[src/rtl/mem_port_arbiter_if.sv]
// Requester and memory-side signal bundle for mem_port_arbiter.
// The arbiter connects through the slave modport; the environment uses master.
interface mem_port_arbiter_if #(
  parameter int ADDR_W = 10,
  parameter int DATA_W = 32
);
  logic              if_req;
  logic [ADDR_W-1:0] if_addr;
  logic [DATA_W-1:0] if_rdata;
  logic              if_valid;
  logic              if_stall;

  logic              dm_req;
  logic              dm_we;
  logic [ADDR_W-1:0] dm_addr;
  logic [DATA_W-1:0] dm_wdata;
  logic [DATA_W-1:0] dm_rdata;
  logic              dm_valid;
  logic              dm_stall;

  logic              mem_en;
  logic              mem_we;
  logic [ADDR_W-1:0] mem_addr;
  logic [DATA_W-1:0] mem_wdata;
  logic [DATA_W-1:0] mem_rdata;

  logic              owner;
  logic              busy;

  modport slave (
    input  if_req, if_addr, dm_req, dm_we, dm_addr, dm_wdata, mem_rdata,
    output if_rdata, if_valid, if_stall, dm_rdata, dm_valid, dm_stall,
           mem_en, mem_we, mem_addr, mem_wdata, owner, busy
  );

  modport master (
    output if_req, if_addr, dm_req, dm_we, dm_addr, dm_wdata, mem_rdata,
    input  if_rdata, if_valid, if_stall, dm_rdata, dm_valid, dm_stall,
           mem_en, mem_we, mem_addr, mem_wdata, owner, busy
  );
endinterface

[src/rtl/mem_port_arbiter.sv]
// Shares one single-ported memory between fetch and data requesters (IDLE/ISSUE/WAIT/RESP).
// Define MEM_ARB_PERF_EN to add the conflict_cnt / starve_hit_cnt performance counters.
module mem_port_arbiter #(
  parameter int ADDR_W     = 10,
  parameter int DATA_W     = 32,
  parameter int MEM_LAT    = 2,
  parameter int STARVE_MAX = 4
) (
  input  logic              clock,
  input  logic              reset,
  mem_port_arbiter_if.slave bus
`ifdef MEM_ARB_PERF_EN
  ,
  output logic [15:0]       conflict_cnt,
  output logic [15:0]       starve_hit_cnt
`endif
);

  typedef enum logic [1:0] {IDLE, ISSUE, WAIT, RESP} state_t;

  localparam logic [3:0] LAT_INIT   = 4'(MEM_LAT - 1);
  localparam logic [3:0] STARVE_LIM = 4'(STARVE_MAX);

  state_t            state_q, state_d;
  logic              mem_en_q, mem_en_d;
  logic              mem_we_q, mem_we_d;
  logic [ADDR_W-1:0] mem_addr_q, mem_addr_d;
  logic [DATA_W-1:0] mem_wdata_q, mem_wdata_d;
  logic              if_valid_q, if_valid_d;
  logic              dm_valid_q, dm_valid_d;
  logic [DATA_W-1:0] if_rdata_q, if_rdata_d;
  logic [DATA_W-1:0] dm_rdata_q, dm_rdata_d;
  logic              owner_q, owner_d;
  logic [3:0]        lat_cnt_q, lat_cnt_d;
  logic [3:0]        starve_cnt_q, starve_cnt_d;

  logic any_req;
  logic starve_ok;
  logic grant_dm;

  assign any_req   = bus.if_req | bus.dm_req;
  assign starve_ok = (starve_cnt_q < STARVE_LIM);
  // Data wins unless fetch has been starved; a lone data request still wins at the limit.
  assign grant_dm  = (bus.dm_req & starve_ok) | ~bus.if_req;

  always_comb begin
    state_d      = state_q;
    mem_en_d     = 1'b0;
    mem_we_d     = mem_we_q;
    mem_addr_d   = mem_addr_q;
    mem_wdata_d  = mem_wdata_q;
    if_valid_d   = 1'b0;
    dm_valid_d   = 1'b0;
    if_rdata_d   = if_rdata_q;
    dm_rdata_d   = dm_rdata_q;
    owner_d      = owner_q;
    lat_cnt_d    = lat_cnt_q;
    starve_cnt_d = starve_cnt_q;

    unique case (state_q)
      IDLE: begin
        if (any_req) begin
          owner_d     = grant_dm;
          mem_en_d    = 1'b1;
          mem_we_d    = grant_dm & bus.dm_we;
          mem_addr_d  = grant_dm ? bus.dm_addr : bus.if_addr;
          mem_wdata_d = grant_dm ? bus.dm_wdata : mem_wdata_q;
          if (!grant_dm) begin
            starve_cnt_d = 4'd0;
          end else if (bus.if_req && starve_ok) begin
            starve_cnt_d = starve_cnt_q + 4'd1;
          end
          state_d = ISSUE;
        end
      end
      ISSUE: begin
        if (mem_we_q) begin
          if_valid_d = ~owner_q;
          dm_valid_d = owner_q;
          state_d    = RESP;
        end else begin
          lat_cnt_d = LAT_INIT;
          state_d   = WAIT;
        end
      end
      WAIT: begin
        if (lat_cnt_q == 4'd0) begin
          if (owner_q) begin
            dm_rdata_d = bus.mem_rdata;
          end else begin
            if_rdata_d = bus.mem_rdata;
          end
          if_valid_d = ~owner_q;
          dm_valid_d = owner_q;
          state_d    = RESP;
        end else begin
          lat_cnt_d = lat_cnt_q - 4'd1;
        end
      end
      RESP: begin
        state_d = IDLE;
      end
      default: begin
        state_d = IDLE;
      end
    endcase
  end

  always_ff @(posedge clock or negedge reset) begin
    if (!reset) begin
      state_q      <= IDLE;
      mem_en_q     <= 1'b0;
      mem_we_q     <= 1'b0;
      mem_addr_q   <= '0;
      mem_wdata_q  <= '0;
      if_valid_q   <= 1'b0;
      dm_valid_q   <= 1'b0;
      if_rdata_q   <= '0;
      dm_rdata_q   <= '0;
      owner_q      <= 1'b0;
      lat_cnt_q    <= 4'd0;
      starve_cnt_q <= 4'd0;
    end else begin
      state_q      <= state_d;
      mem_en_q     <= mem_en_d;
      mem_we_q     <= mem_we_d;
      mem_addr_q   <= mem_addr_d;
      mem_wdata_q  <= mem_wdata_d;
      if_valid_q   <= if_valid_d;
      dm_valid_q   <= dm_valid_d;
      if_rdata_q   <= if_rdata_d;
      dm_rdata_q   <= dm_rdata_d;
      owner_q      <= owner_d;
      lat_cnt_q    <= lat_cnt_d;
      starve_cnt_q <= starve_cnt_d;
    end
  end

  assign bus.mem_en    = mem_en_q;
  assign bus.mem_we    = mem_we_q;
  assign bus.mem_addr  = mem_addr_q;
  assign bus.mem_wdata = mem_wdata_q;
  assign bus.if_valid  = if_valid_q;
  assign bus.dm_valid  = dm_valid_q;
  assign bus.if_rdata  = if_rdata_q;
  assign bus.dm_rdata  = dm_rdata_q;
  assign bus.owner     = owner_q;
  assign bus.busy      = (state_q != IDLE);
  assign bus.if_stall  = bus.if_req & ~if_valid_q;
  assign bus.dm_stall  = bus.dm_req & ~dm_valid_q;

`ifdef MEM_ARB_PERF_EN
  logic [15:0] conflict_cnt_q, conflict_cnt_d;
  logic [15:0] starve_hit_cnt_q, starve_hit_cnt_d;

  always_comb begin
    conflict_cnt_d   = conflict_cnt_q;
    starve_hit_cnt_d = starve_hit_cnt_q;
    if (state_q == IDLE) begin
      if (bus.if_req && bus.dm_req && (conflict_cnt_q != 16'hFFFF)) begin
        conflict_cnt_d = conflict_cnt_q + 16'd1;
      end
      // Forced means data was requesting and would otherwise have won.
      if (bus.if_req && bus.dm_req && !starve_ok && (starve_hit_cnt_q != 16'hFFFF)) begin
        starve_hit_cnt_d = starve_hit_cnt_q + 16'd1;
      end
    end
  end

  always_ff @(posedge clock or negedge reset) begin
    if (!reset) begin
      conflict_cnt_q   <= 16'd0;
      starve_hit_cnt_q <= 16'd0;
    end else begin
      conflict_cnt_q   <= conflict_cnt_d;
      starve_hit_cnt_q <= starve_hit_cnt_d;
    end
  end

  assign conflict_cnt   = conflict_cnt_q;
  assign starve_hit_cnt = starve_hit_cnt_q;
`endif

endmodule

[src/flat_wrapper.sv]
// flat-port wrapper written by rule: the top's interface ports become plain ports
module mem_port_arbiter_flat 
#(
  parameter int ADDR_W     = 10,
  parameter int DATA_W     = 32,
  parameter int MEM_LAT    = 2,
  parameter int STARVE_MAX = 4
)
  (clock, reset, bus_if_req, bus_if_addr, bus_dm_req, bus_dm_we, bus_dm_addr, bus_dm_wdata, bus_mem_rdata, bus_if_rdata, bus_if_valid, bus_if_stall, bus_dm_rdata, bus_dm_valid, bus_dm_stall, bus_mem_en, bus_mem_we, bus_mem_addr, bus_mem_wdata, bus_owner, bus_busy);
  mem_port_arbiter_if #(.ADDR_W(ADDR_W), .DATA_W(DATA_W)) bus_i ();
  input  logic clock;
  input  logic reset;
  input wire logic [$bits(bus_i.if_req)-1:0] bus_if_req;
  input wire logic [$bits(bus_i.if_addr)-1:0] bus_if_addr;
  input wire logic [$bits(bus_i.dm_req)-1:0] bus_dm_req;
  input wire logic [$bits(bus_i.dm_we)-1:0] bus_dm_we;
  input wire logic [$bits(bus_i.dm_addr)-1:0] bus_dm_addr;
  input wire logic [$bits(bus_i.dm_wdata)-1:0] bus_dm_wdata;
  input wire logic [$bits(bus_i.mem_rdata)-1:0] bus_mem_rdata;
  output wire logic [$bits(bus_i.if_rdata)-1:0] bus_if_rdata;
  output wire logic [$bits(bus_i.if_valid)-1:0] bus_if_valid;
  output wire logic [$bits(bus_i.if_stall)-1:0] bus_if_stall;
  output wire logic [$bits(bus_i.dm_rdata)-1:0] bus_dm_rdata;
  output wire logic [$bits(bus_i.dm_valid)-1:0] bus_dm_valid;
  output wire logic [$bits(bus_i.dm_stall)-1:0] bus_dm_stall;
  output wire logic [$bits(bus_i.mem_en)-1:0] bus_mem_en;
  output wire logic [$bits(bus_i.mem_we)-1:0] bus_mem_we;
  output wire logic [$bits(bus_i.mem_addr)-1:0] bus_mem_addr;
  output wire logic [$bits(bus_i.mem_wdata)-1:0] bus_mem_wdata;
  output wire logic [$bits(bus_i.owner)-1:0] bus_owner;
  output wire logic [$bits(bus_i.busy)-1:0] bus_busy;
  assign bus_i.if_req = bus_if_req;
  assign bus_i.if_addr = bus_if_addr;
  assign bus_i.dm_req = bus_dm_req;
  assign bus_i.dm_we = bus_dm_we;
  assign bus_i.dm_addr = bus_dm_addr;
  assign bus_i.dm_wdata = bus_dm_wdata;
  assign bus_i.mem_rdata = bus_mem_rdata;
  assign bus_if_rdata = bus_i.if_rdata;
  assign bus_if_valid = bus_i.if_valid;
  assign bus_if_stall = bus_i.if_stall;
  assign bus_dm_rdata = bus_i.dm_rdata;
  assign bus_dm_valid = bus_i.dm_valid;
  assign bus_dm_stall = bus_i.dm_stall;
  assign bus_mem_en = bus_i.mem_en;
  assign bus_mem_we = bus_i.mem_we;
  assign bus_mem_addr = bus_i.mem_addr;
  assign bus_mem_wdata = bus_i.mem_wdata;
  assign bus_owner = bus_i.owner;
  assign bus_busy = bus_i.busy;
  mem_port_arbiter #(.ADDR_W(ADDR_W), .DATA_W(DATA_W), .MEM_LAT(MEM_LAT), .STARVE_MAX(STARVE_MAX)) u_core (.clock(clock), .reset(reset), .bus(bus_i));
endmodule
[config.mk]
export PLATFORM = sky130hd
export DESIGN_NAME = mem_port_arbiter_flat
export DESIGN_NICKNAME = d
export VERILOG_FILES = /design/src/rtl/mem_port_arbiter_if.sv /design/src/rtl/mem_port_arbiter.sv /design/src/flat_wrapper.sv
export SDC_FILE = /design/constraint.sdc
export NUM_CORES = 1
export LEC_CHECK = 0
export ABC_AREA = 0
export BUFFER_PORTS_ARGS = -buffer_cell sky130_fd_sc_hd__buf_2
export CAP_MARGIN = 30
export CORE_UTILIZATION = 30
export CTS_CLUSTER_DIAMETER = 60
export DETAILED_ROUTE_END_ITERATION = 16
export PLACE_DENSITY = 0.55
export SLEW_MARGIN = 20
export SYNTH_ARGS = -nofsm -noshare
export SYNTH_HDL_FRONTEND = slang
export SYNTH_SLANG_ARGS = --single-unit
[constraint.sdc]
create_clock -name clock -period 1.6 [get_ports clock]
set_input_delay 0.16 -clock clock [delete_from_list [all_inputs] [get_ports clock]]
set_output_delay 0.16 -clock clock [all_outputs]
set_load 0.01 [all_outputs]
==> run metrics <==
run status=finished, violations left; failing checks=hold timing, setup timing; Clk network pwr share=24.2%; post-synthesis sequential area ratio=61.8%; DRT iter0 DRCs=82; largest net degree at the start of global routing=49; Worst Path Max Fanout=7; gpl congestion=0.729; pwr dens=1950 mW/mm²; post-layout util=51.2%; slew margin rel.=73.3%; GR Overflow Total=0; worst r2r src=u_core.state_q[0]$_DFFE_PN0P_; number of synthesized register bits=121; Logic pwr share=41.6%; HP Class=in2reg; clock root cell=clkbuf_16; slowest CP cell=dfrtp_1; ANT nets after route=0; dpl ws=-130 ps; Compound-Gate Fraction of Synth Area=4.57%; synthesized instance count=310; Post-Synth XOR/XNOR Area=0.179%; Layout Skew=11.0 ps; most frequent cells in the layout=buf_2, dfrtp_1, dlygate4sd3_1; Residual DRC=0; Worst-Margin Slew=400 ps; clock-pin slew on the worst setup and hold paths=50 ps; setup ws final=-77.8 ps; CTS max path bufs=2; die width=130 µm; post-DR vias/cell=4.40; post-synthesis mux area share=24.6%; Ys Warns=0; total CTS buffers=17; clock sink count=121; die height=130 µm; Switch Pwr=4.90 mW; syn nets=404; layout cells sized above 1=58.0%; Sw Ratio=30.8%; Area Growth Syn to Fin=66.3%; required time worst endpoint=1880 ps; largest family of logic cells by synthesized area=multiplexers; FP Rows=46; PortBufs=202; vias in the first global route=3,957; Flop pwr share=34.2%; Setup Crit Path Kind=reg2reg; drt total wl=13,500 µm; Worst setup EP type=register; Final Hold Viols=1; clock latency on the worst-skew pair=410 ps; Simple-Gate Fraction of Synth Area=4.57%; Yosys cell types=36; Synth top area share=61.8%; cell taking the most area after synthesis=dfrtp_1; DP Wirelength=8570 µm; wire per inst=15.6 µm; Avg Inst Size Synth=15.8 µm²; Antenna diodes=0; Final Non-Filler Cells=866; Critical Path AT=1960 ps; antenna violations before repair=0; global-route wire length before repair=19,700 µm; Max Freq=596 MHz; Tmin final=1680 ps; crit-path max cell delay=380 ps; final worst-path cycle share=105%; die area=0.0169 mm²; commonest non-fill, non-tap cell in the layout=buf_2; final setup fails=70; Inst Count DP=737; CTS tree=built; critical path cell sequence=inv_2 > buf_4 > ha_4 > and3_4 > clkbuf_16 > mux2_2; synthesized area=0.00490 mm²; TritonRoute pass-1 iters=4; max cap viols=0; post-synthesis adder-cell area fraction=1.28%; CP startpoint=u_core.state_q[0]$_DFFE_PN0P_; I/O Pins=203; vias=3,813; LEAKAGE=4.07 nW; Area contributors post-synth=dfrtp_1, mux2_2, mux2_4, a221o_1, buf_6; All-Layer GR Usage=15.7%; worst hold slack=-0.813 ps; internal cell power=11.0 mW; max-slew violations=0; Max IR drop VDD=0.000803 V; startpoint types=register; RSZ-0062 raised after global routing=true; htree depth=4; Starting Density=30.8%; # nets final=731; core box area=0.0159 mm²; hold path startpoint=bus_if_addr[0]
## layout make-up
class | count | area [µm²]
Clock buffer | 25 | 485
Inverter | 8 | 32.5
Tap cell | 216 | 270
Timing Repair Buffer | 321 | 2290
Clock inverter | 7 | 115
Sequential cell | 121 | 3030
Multi-Input combinational cell | 168 | 1940
Fill cell | 1377 | 7790
## registers in the layout, indices dropped and copies added (netlist names)
signal,flops
u_core.state_q,2
u_core.bus.mem_wdata,32
u_core.bus.dm_rdata,32
u_core.bus.owner,1
u_core.bus.mem_en,1
u_core.bus.mem_we,1
u_core.bus.mem_addr,10
u_core.starve_cnt_q,4
u_core.bus.if_valid,1
u_core.bus.if_rdata,32
u_core.lat_cnt_q,4
u_core.bus.dm_valid,1
## kinds of logic after synthesis
logic type | count (synthesis)
DFF | 121
muxes | 97
and+or+nand+nor | 37
adders and majority gates | 5
buffers and inverters | 21
xor gates and xnor gates | 1
AOI/OAI and AO/OA | 28
## final timing paths
| check | slack, ps | depth (start not counted) | endpoint |
|---|---|---|---|
| worst max register to register | -80 | 6 | u_core.bus.mem_wdata[4]$_DFFE_PN0P_ |
| worst min register to register | 500 | 1 | u_core.bus.if_rdata[7]$_DFFE_PN0P_ |
| worst min-delay path | -0.8 | 2 | u_core.bus.mem_addr[0]$_DFFE_PN0P_ |
| min in group asynchronous | 220 | 2 | u_core.bus.mem_addr[8]$_DFFE_PN0P_ |
| max in group asynchronous | 770 | 3 | u_core.bus.if_rdata[7]$_DFFE_PN0P_ |
| worst max-delay path | -80 | 6 | u_core.bus.mem_wdata[4]$_DFFE_PN0P_ |
## power groups by stage
stage	registers [mW]	clock network [mW]	logic, mW
finish	5.43	3.85	6.60
global route	5.60	4.09	7.15
CTS	5.40	3.95	6.20
detailed placement	5.42	0	5.73
global placement	5.37	0	5.59
floorplan	6.05	0	2.62
## per-stage QoR
stage	power [mW]	TNS (ps)	area (µm²)
3_3_place_gp	11.0	-3500	6340
2_1_floorplan	8.67	-1090	4950
4_1_cts	15.5	-4010	7940
5_1_grt	16.8	-8610	8160
6_report	15.9	-3170	8160
3_5_place_dp	11.1	-6260	6340
## repair_timing
item	in CTS	in global routing
endpoints found under the setup margin	99	113
gates cloned	1	4
setup buffers	4	5
gates resized for setup	24	33
hold endpoints to repair	127	1
hold buffers	83	1
pin swaps	3	6
## cell usage after synthesis
cell type and number:
buf_4 3, xor2_1 1, buf_2 1, inv_1 8, nand2_2 1, and3_1 1, o211a_1 1, clkbuf_1 1
dfrtp_1 121, o21ai_0 4, nor2_1 6, a221o_1 11, mux2_2 67, and4_1 1, nor3_1 1, nor2_2 1
nand2b_1 2, o21ai_1 1, ha_1 5, nand3_1 3, nand4bb_1 1, and2_1 11, mux2_4 30, buf_6 8
or3b_1 1, a21o_1 1, a22oi_1 1, a22o_1 2, o2bb2ai_1 2, a21oi_1 3, and4bb_1 1, and4b_1 1
a31oi_1 1, nor2b_1 3, a21boi_0 1, nand2_1 3
## layer usage
layer	wire length [µm]	GRT usage, %
met2	7310	27.3
met3	454	3.81
met1	5390	17.4
met5	0	0
met4	331	9.37
## critical path: cells and delay by family (launching register included)
kind | cells | cell delay (ps)
and+or+nand+nor | 1 | 290
adders and majority gates | 1 | 150
muxes | 1 | 330
buffers and inverters | 3 | 400
DFF | 1 | 380
No activity file was read; power rests on OpenSTA's default activity.
